==> config.mk <==
export PLATFORM = sky130hd
export DESIGN_NAME = aes_stream_ctrl
export DESIGN_NICKNAME = d
export VERILOG_FILES = /design/src/rtl/aes_ctrl_pkg.sv /design/src/rtl/aes_out_fifo.sv /design/src/rtl/aes_stream_ctrl.sv
export SDC_FILE = /design/constraint.sdc
export NUM_CORES = 1
export LEC_CHECK = 0
export CAP_MARGIN = 20
export CORE_AREA = 2 2 311 313
export DETAILED_ROUTE_END_ITERATION = 16
export DIE_AREA = 0 0 313 315
export PLACE_DENSITY_LB_ADDON = 0.2
export SLEW_MARGIN = 20
export SYNTH_ARGS = -nofsm -noshare
export SYNTH_HDL_FRONTEND = slang
export SYNTH_SLANG_ARGS = --single-unit
==> constraint.sdc <==
create_clock -name clk -period 4.4 [get_ports clk]
set_input_delay 0.88 -clock clk [delete_from_list [all_inputs] [get_ports clk]]
set_output_delay 0.88 -clock clk [all_outputs]
set_load 0.005 [all_outputs]
==> src/rtl/aes_ctrl_pkg.sv <==
// Shared types and constants for the AES streaming controller.
// Holds the FSM state enum, default settle times and a counter-width helper.
package aes_ctrl_pkg;

  typedef enum logic {
    IDLE = 1'b0,
    WAIT = 1'b1
  } state_e;

  localparam int DEF_SETTLE_DATA = 50;
  localparam int DEF_SETTLE_KEY  = 12;

  // Bits needed to hold values 0..max_val (at least one bit).
  function automatic int cnt_w(input int max_val);
    return (max_val < 2) ? 1 : $clog2(max_val + 1);
  endfunction

endpackage

==> src/rtl/aes_out_fifo.sv <==
// First-word-fall-through output FIFO for {ciphertext, tag} results.
// Head entry is visible on o_dout whenever o_empty is low.
module aes_out_fifo #(
  parameter int W     = 132,
  parameter int DEPTH = 4,
  localparam int AW   = $clog2(DEPTH)
) (
  input  logic          clk,
  input  logic          reset,
  input  logic          i_push,
  input  logic [W-1:0]  i_din,
  input  logic          i_pop,
  output logic [W-1:0]  o_dout,
  output logic          o_full,
  output logic          o_empty,
  output logic [AW:0]   o_count
);

  localparam logic [AW:0] FULL_CNT = (AW+1)'(DEPTH);

  logic [W-1:0]  r_mem [DEPTH];
  logic [AW-1:0] r_wr;
  logic [AW-1:0] r_rd;
  logic [AW:0]   r_cnt;
  logic          w_push;
  logic          w_pop;

  // An empty FIFO cannot pop, so a same-cycle push into it is never lost.
  assign w_push = i_push && !o_full;
  assign w_pop  = i_pop && !o_empty;

  always_ff @(posedge clk) begin
    if (reset) begin
      r_wr  <= '0;
      r_rd  <= '0;
      r_cnt <= '0;
    end else begin
      if (w_push) r_wr <= r_wr + 1'b1;
      if (w_pop)  r_rd <= r_rd + 1'b1;
      case ({w_push, w_pop})
        2'b10:   r_cnt <= r_cnt + 1'b1;
        2'b01:   r_cnt <= r_cnt - 1'b1;
        default: r_cnt <= r_cnt;
      endcase
    end
  end

  always_ff @(posedge clk) begin
    if (w_push) r_mem[r_wr] <= i_din;
  end

  assign o_dout  = r_mem[r_rd];
  assign o_full  = (r_cnt == FULL_CNT);
  assign o_empty = (r_cnt == '0);
  assign o_count = r_cnt;

endmodule

==> src/rtl/aes_stream_ctrl.sv <==
// Valid/ready streaming wrapper around an external settling AES core.
// Holds pt/key to the core for a settle window, then queues {ct, tag}.
module aes_stream_ctrl
  import aes_ctrl_pkg::*;
#(
  parameter int BLK_W       = 128,
  parameter int KEY_W       = 128,
  parameter int SETTLE_DATA = DEF_SETTLE_DATA,
  parameter int SETTLE_KEY  = DEF_SETTLE_KEY,
  parameter int FIFO_DEPTH  = 4,
  parameter int TAG_W       = 4,
  parameter int CNT_W       = 16
) (
  input  logic             clk,
  input  logic             reset,
  input  logic             s_valid,
  output logic             s_ready,
  input  logic [BLK_W-1:0] s_data,
  input  logic [KEY_W-1:0] s_key,
  input  logic [TAG_W-1:0] s_tag,
  output logic [BLK_W-1:0] core_pt,
  output logic [KEY_W-1:0] core_key,
  input  logic [BLK_W-1:0] core_ct,
  output logic             m_valid,
  input  logic             m_ready,
  output logic [BLK_W-1:0] m_data,
  output logic [TAG_W-1:0] m_tag,
  output logic             busy,
  output logic [CNT_W-1:0] blk_count
);

  localparam int FW = BLK_W + TAG_W;
  localparam int AW = $clog2(FIFO_DEPTH);
  localparam int CW = cnt_w(SETTLE_DATA + SETTLE_KEY - 1);
  localparam logic [CW-1:0] LD_DATA = CW'(SETTLE_DATA - 1);
  localparam logic [CW-1:0] LD_FULL = CW'(SETTLE_DATA + SETTLE_KEY - 1);
  localparam logic [AW:0]   DEPTH_C = (AW+1)'(FIFO_DEPTH);

  state_e           r_state;
  state_e           w_next;
  logic [CW-1:0]    r_cnt;
  logic [BLK_W-1:0] r_pt;
  logic [KEY_W-1:0] r_key;
  logic [TAG_W-1:0] r_tag;
  logic             r_key_loaded;
  logic [CNT_W-1:0] r_blk_count;

  logic             w_accept;
  logic             w_done;
  logic             w_key_chg;
  logic             w_push;
  logic             w_full;
  logic             w_empty;
  logic [AW:0]      w_count;
  logic [FW-1:0]    w_dout;

  assign s_ready   = (r_state == IDLE) && (w_count < DEPTH_C) && !reset;
  assign w_accept  = s_valid && s_ready;
  assign w_done    = (r_state == WAIT) && (r_cnt == '0);
  assign w_key_chg = !r_key_loaded || (s_key != r_key);
  assign w_push    = w_done && !w_full;

  always_ff @(posedge clk) begin
    if (reset) r_state <= IDLE;
    else       r_state <= w_next;
  end

  always_comb begin
    w_next = r_state;
    case (r_state)
      IDLE:    if (w_accept) w_next = WAIT;
      WAIT:    if (r_cnt == '0) w_next = IDLE;
      default: w_next = IDLE;
    endcase
  end

  // Key-change penalty is paid on the first block after reset as well.
  always_ff @(posedge clk) begin
    if (reset) begin
      r_cnt        <= '0;
      r_pt         <= '0;
      r_key        <= '0;
      r_tag        <= '0;
      r_key_loaded <= 1'b0;
      r_blk_count  <= '0;
    end else begin
      if (w_accept) begin
        r_pt         <= s_data;
        r_key        <= s_key;
        r_tag        <= s_tag;
        r_cnt        <= w_key_chg ? LD_FULL : LD_DATA;
        r_key_loaded <= 1'b1;
      end else if ((r_state == WAIT) && (r_cnt != '0)) begin
        r_cnt <= r_cnt - 1'b1;
      end
      if (w_push) r_blk_count <= r_blk_count + 1'b1;
    end
  end

  aes_out_fifo #(
    .W     (FW),
    .DEPTH (FIFO_DEPTH)
  ) u_fifo (
    .clk     (clk),
    .reset   (reset),
    .i_push  (w_push),
    .i_din   ({core_ct, r_tag}),
    .i_pop   (m_ready),
    .o_dout  (w_dout),
    .o_full  (w_full),
    .o_empty (w_empty),
    .o_count (w_count)
  );

  assign core_pt   = r_pt;
  assign core_key  = r_key;
  assign m_valid   = !w_empty;
  assign m_data    = w_dout[FW-1:TAG_W];
  assign m_tag     = w_dout[TAG_W-1:0];
  assign busy      = (r_state == WAIT);
  assign blk_count = r_blk_count;

endmodule

Yosys cells after proc, flatten, opt, wreduce, memory -nomap -nowiden. Memory sizes are Yosys's and may differ from the RTL's. A register that Yosys moved wholly into a read port is not among the register bits. Index checks and enable logic that the tools add are counted.

Add/subtract/negate cells: 6. $lt $le $gt $ge: 1. Equality and inequality tests: 4. Mux-type cells: 11. Bitwise gates (word level): 1. Reduce and logical (&&, ||, !) cells: 18.

Operator list (number): inequality test 128 bit (1); adder 16 x 1 -> 16 bit (second input constant) (1); 2-to-1 mux 6 bit (2); logical AND 1 bit (8); zero test 6 bit (1); one-hot mux 3 bit (2 select lines) (1); nonzero test 6 bit (1); subtractor 6 x 1 -> 6 bit (second input constant) (1); adder 2 x 1 -> 2 bit (second input constant) (2); zero test 1 bit (4); 2-to-1 mux 1 bit (4); 2-to-1 mux 2 bit (2); 2-to-1 mux 4 bit (1); nonzero test 2 bit (2); adder 3 x 1 -> 3 bit (second input constant) (1); == test 3 bit (second input constant) (1); zero test 3 bit (1); less-than comparator 3 bit (second input constant) (1); subtractor 3 x 1 -> 3 bit (second input constant) (1); == test 2 x 1 -> 1 bit (second input constant) (1); == test 2 bit (second input constant) (1); one-hot mux 1 bit (2 select lines) (1); logical OR 1 bit (1); inverter 1 bit (1).

Register bits: 291. Memory bits (writable): 528. Bits of input ports: 392. Output and inout bits: 407. Memories kept: 1.

Memories: u_fifo.r_mem (depth 4, bits a word 132, rd ports 1, clocked after Yosys merged registers in 1, write ports 1, RTL line aes_out_fifo.sv:21) `logic [W-1:0] r_mem [DEPTH];`.

Logic depth before layout (Yosys ltp).
Word-level depth: 6. Gate-level depth with buffers: 10. Depth with buffers taken out: 10.

Cells and area by module. From an unflattened synthesis, not the netlist that was laid out.

Cells, all modules: 2229. Area total of the unflattened synthesis: 30998.5 um^2.

Modules (own cells, without submodules): aes_out_fifo (times used 1, cells an instance 744, area an instance 19505.0 um^2, seq. area each 16035.4 um^2); aes_stream_ctrl (times used 1, cells an instance 1485, area an instance 11493.5 um^2, seq. area each 5685.5 um^2).

Worst setup path before layout. OpenSTA, ideal clock, no wires.

Kind: reg-to-reg. Start: register r_cnt[2]. End: memory u_fifo.r_mem[0][0] (enable). Library setup time: 0.508 ns. Arrival: 4.147 ns. Data required time: 3.892 ns. Path slack: -0.255 ns. Cell stages (with the launch flop): 5. Buffers on the path: 1. Clock period less this slack: 4.655 ns. Path through: dfxtp_1 > nor4_4 > and4_4 > buf_2 > and2_1.

Cells in the longest elaborated chain, start to end: 6.

RTL lines: start, declared (RTL line aes_stream_ctrl.sv:41) `logic [CW-1:0] r_cnt;`; start signal, assigned (RTL line aes_stream_ctrl.sv:91) `r_cnt <= w_key_chg ? LD_FULL : LD_DATA;`; start signal, assigned (RTL line aes_stream_ctrl.sv:94) `r_cnt <= r_cnt - 1'b1;`; zero test 6 bit (RTL line aes_stream_ctrl.sv:59) `assign w_done = (r_state == WAIT) && (r_cnt == '0);`; logical AND 1 bit (RTL line aes_stream_ctrl.sv:59); logical AND 1 bit (RTL line aes_stream_ctrl.sv:61) `assign w_push = w_done && !w_full;`; logical AND 1 bit (RTL line aes_out_fifo.sv:29) `assign w_push = i_push && !o_full;`; 2-to-1 mux 1 bit (RTL line aes_out_fifo.sv:49) `if (w_push) r_mem[r_wr] <= i_din;`; 2-to-1 mux 1 bit (implied by the code) (RTL line aes_out_fifo.sv:49); end, declared (RTL line aes_out_fifo.sv:21).

Every way passes these cells.

==> metrics.md <==
| Metric | Value |
|---|---|
| Status | completed |
| Die W | 313 um |
| Vias | 21000 |
| Total nets after synthesis | 2614 |
| CP startpoint kind | flop |
| Largest stage delay on the critical path | 810 ps |
| Crit Path Category | flop to primary output |
| Commonest non-fill, non-tap cells in the layout | clkdlybuf4s50_1, nand2_1, edfxtp_1 |
| Post-Syn Instances | 2213 |
| Clk Latency, worst-skew pair | 650 ps |
| Max-cap violations | 0 |
| Hold Path Class | flop to flop |
| Top cell family by delay on the critical path | buffers and inverters |
| Area of the multi-input gates | 0.00853 sq mm |
| Gr usage total | 19.6% |
| Syn Std Cell Area | 0.0309 sq mm |
| CTS tree | built |
| Die height | 315 um |
| Synth unique cells | 42 |
| Static leakage power | 0.0140 uW |
| # port buffers | 798 |
| Fin. max-slew vios | 0 |
| Synth warnings | 0 |
| CP max FO | 45 |
| Buf+Inv Stages, Crit Path | 2 |
| Pwr/cell area | 430 mW/mm^2 |
| Worst EP required | 3520 ps |
| Area Growth Syn to Fin | 40.4% |
| Sequential Power Share | 45.9% |
| Sw Ratio | 23.3% |
| Final min period | 3650 ps |
| # hold bufs at CTS | 0 |
| Final core occ | 45.3% |
| Cells along the critical path | buf_12 -> mux4_2 -> clkdlybuf4s50_1 |
| Initial antenna violation count | 31 |
| Final WL | 99100 um |
| Number of remaining DRC errors | 0 |
| Fillcell total | 8574 |
| Post-DRT Antenna Nets | 0 |
| Dpl hpwl | 69000 um |
| Layout cells sized above 1 | 9.72% |
| Crit path max-delay cell type | dfxtp_4 |
| Post-cts gate resize count | 0 |
| H-tree levels | 3 |
| Setup crit end kind | primary output |
| Total CTS buffers | 90 |
| Maximum VDD drop | 0.265 mV |
| Placer Congestion | 0.878 |
| Sink Count | 821 |
| Die Footprint | 0.0986 sq mm |
| Clock skew | 23.9 ps |
| Cell internal pwr | 14300 uW |
| Reg area | 0.0217 sq mm |
| Core area | 0.0957 sq mm |
| Worst-margin pin slew | 876 ps |
| Worst endpoint data arrival time | 2770 ps |
| Cells on worst reg2reg path | 9 |
| Starting density of the core | 32.3% |
| Postcts setup bufs | 0 |
| Clock power frac | 40.3% |
| RSZ-0062 raised after global routing | no |
| First-pass GRT wire length | 143000 um |
| Most common cell after layout, fill and taps aside | clkdlybuf4s50_1 |
| Switch Pwr | 4350 uW |
| Routed WL per cell | 22.7 um |
| Tot Pwr | 18700 uW |
| Largest net degree at the start of global routing | 153 |
| Hold depth | 2 |
| FP Rows | 114 |
| Final period util | 82.9% |
| Mean Syn Cell Area | 14.0 sq um |
| Overflow after GRT | 0 |
| Clock slew at reported path FFs | 60 ps |
| Max Clock Freq | 274 MHz |
| Gate power share | 13.8% |
| Final hold vios | 0 |
| Slew HR | 41.6% |
| Longest Clk Path Bufs | 3 |
| Final-report setup violation count | 0 |
| Number of cells on the critical path | 3 |
| Setup TNS Final | 0 ps |
| Starting DRC count in detailed routing | 1485 |
| Synthesized flop and latch total | 821 |
| Number of top-level pins | 799 |
| Root Buffer | clkbuf_16 |
| Vias in the first global route | 21700 |
| Vias per cell | 4.81 |
| Nets | 3404 |
| Drt pass-1 iters | 5 |
| Seq/Total Area, Yosys | 70.3% |
cells by family after synthesis:
group | after synthesis | share of synthesized area (%)
multiplexers | 132 | 9.62
flip-flops | 821 | 70.3
buffers and inverters | 169 | 2.19
AND/OR/NAND/NOR | 663 | 9.03
XOR/XNOR | 103 | 2.92
adder cells (fa/ha/maj) | 9 | 0.389
AO/OA/AOI/OAI | 316 | 5.56
tightest hold or removal path, stage by stage, from the launching register on:
cell	delay, ps
dfxtp_1	300
nand2_1	50
a21oi_1	50
state kept, by name (all words and copies together), names as in the netlist, named ones only:
name            flops
blk_count          16
busy                1
core_key          128
core_pt           128
r_cnt               6
r_key_loaded        1
r_tag               4
u_fifo.o_count      3
u_fifo.r_mem      528
u_fifo.r_rd         2
u_fifo.r_wr         2
routing by layer:
metal	global-route usage, %	part of all wire [%]	up-vias	wire [um]
li1	-	-	9628	-
met1	21.7	37	10400	36700
met2	35.0	52	770	51700
met3	6.39	7.9	162	7810
met4	6.98	2.9	4	2840
met5	0	0.025	-	25
synthesized netlist by cell type (all sizes together):
cell | instances | share of area, %
buf | 39 | 0.61
a2111oi | 2 | 0.057
nand4 | 24 | 0.51
a21bo | 1 | 0.032
and2 | 5 | 0.10
o2bb2ai | 5 | 0.14
nor2 | 26 | 0.32
a211oi | 2 | 0.049
nand2b | 14 | 0.28
o22ai | 11 | 0.22
nand2 | 532 | 6.5
and3 | 4 | 0.081
clkbuf | 83 | 1.0
o221ai | 1 | 0.028
nor3 | 7 | 0.11
a21boi | 1 | 0.024
a22o | 6 | 0.17
or3 | 4 | 0.081
or3b | 1 | 0.028
nand3 | 8 | 0.13
o2111ai | 5 | 0.14
nor2b | 19 | 0.38
fa | 1 | 0.065
o21ai | 4 | 0.065
xor2 | 16 | 0.45
ha | 8 | 0.32
dfxtp | 293 | 19
xnor2 | 87 | 2.5
and4 | 1 | 0.036
a21oi | 270 | 4.4
edfxtp | 528 | 51
mux4 | 132 | 9.6
or4 | 1 | 0.036
a2111o | 6 | 0.22
nor4 | 16 | 0.42
inv | 47 | 0.57
nor4b | 1 | 0.049
a31oi | 2 | 0.040
per-stage QoR:
step / hold WS [ps] / instance area [sq um] / setup WS (ps) / cells
5_1_grt: 468 / 43400 / 591 / 4370
3_3_place_gp: 442 / 40400 / 838 / 4187
2_1_floorplan: 452 / 30900 / 1220 / 2213
6_report: 454 / 43400 / 751 / 4372
4_1_cts: 453 / 43300 / 597 / 4352
3_5_place_dp: 446 / 40400 / 872 / 4187
path summary, 6_finish.rpt:
check	start	to	slack (ps)
worst max-delay path	flop	m_data[122]	750
worst min-delay path	core_pt[31]	core_pt[31]	450
worst max register to register	u_fifo.o_count[2]	u_fifo.o_count[2]	1770
worst min register to register	core_pt[31]	core_pt[31]	450
power by group through the flow:
| stage | sequential, uW | combinational [uW] | clock, uW |
|---|---|---|---|
| floorplan | 8710 | 1110 | 0 |
| global placement | 8730 | 2600 | 0 |
| detailed placement | 8740 | 2620 | 0 |
| CTS | 8580 | 2630 | 7760 |
| global route | 8600 | 2780 | 8070 |
| finish | 8580 | 2570 | 7520 |
final cells by class:
cell class | instances | area share, %
inverters | 47 | 0.407
clock inverters | 46 | 1.08
well taps | 1276 | 3.68
flip-flops and latches | 821 | 50.1
clock buffers | 119 | 5.68
diodes | 20 | 0.115
multi-input cells | 1223 | 19.7
repair buffers | 820 | 19.3
Power figures use the tool's default switching activity.
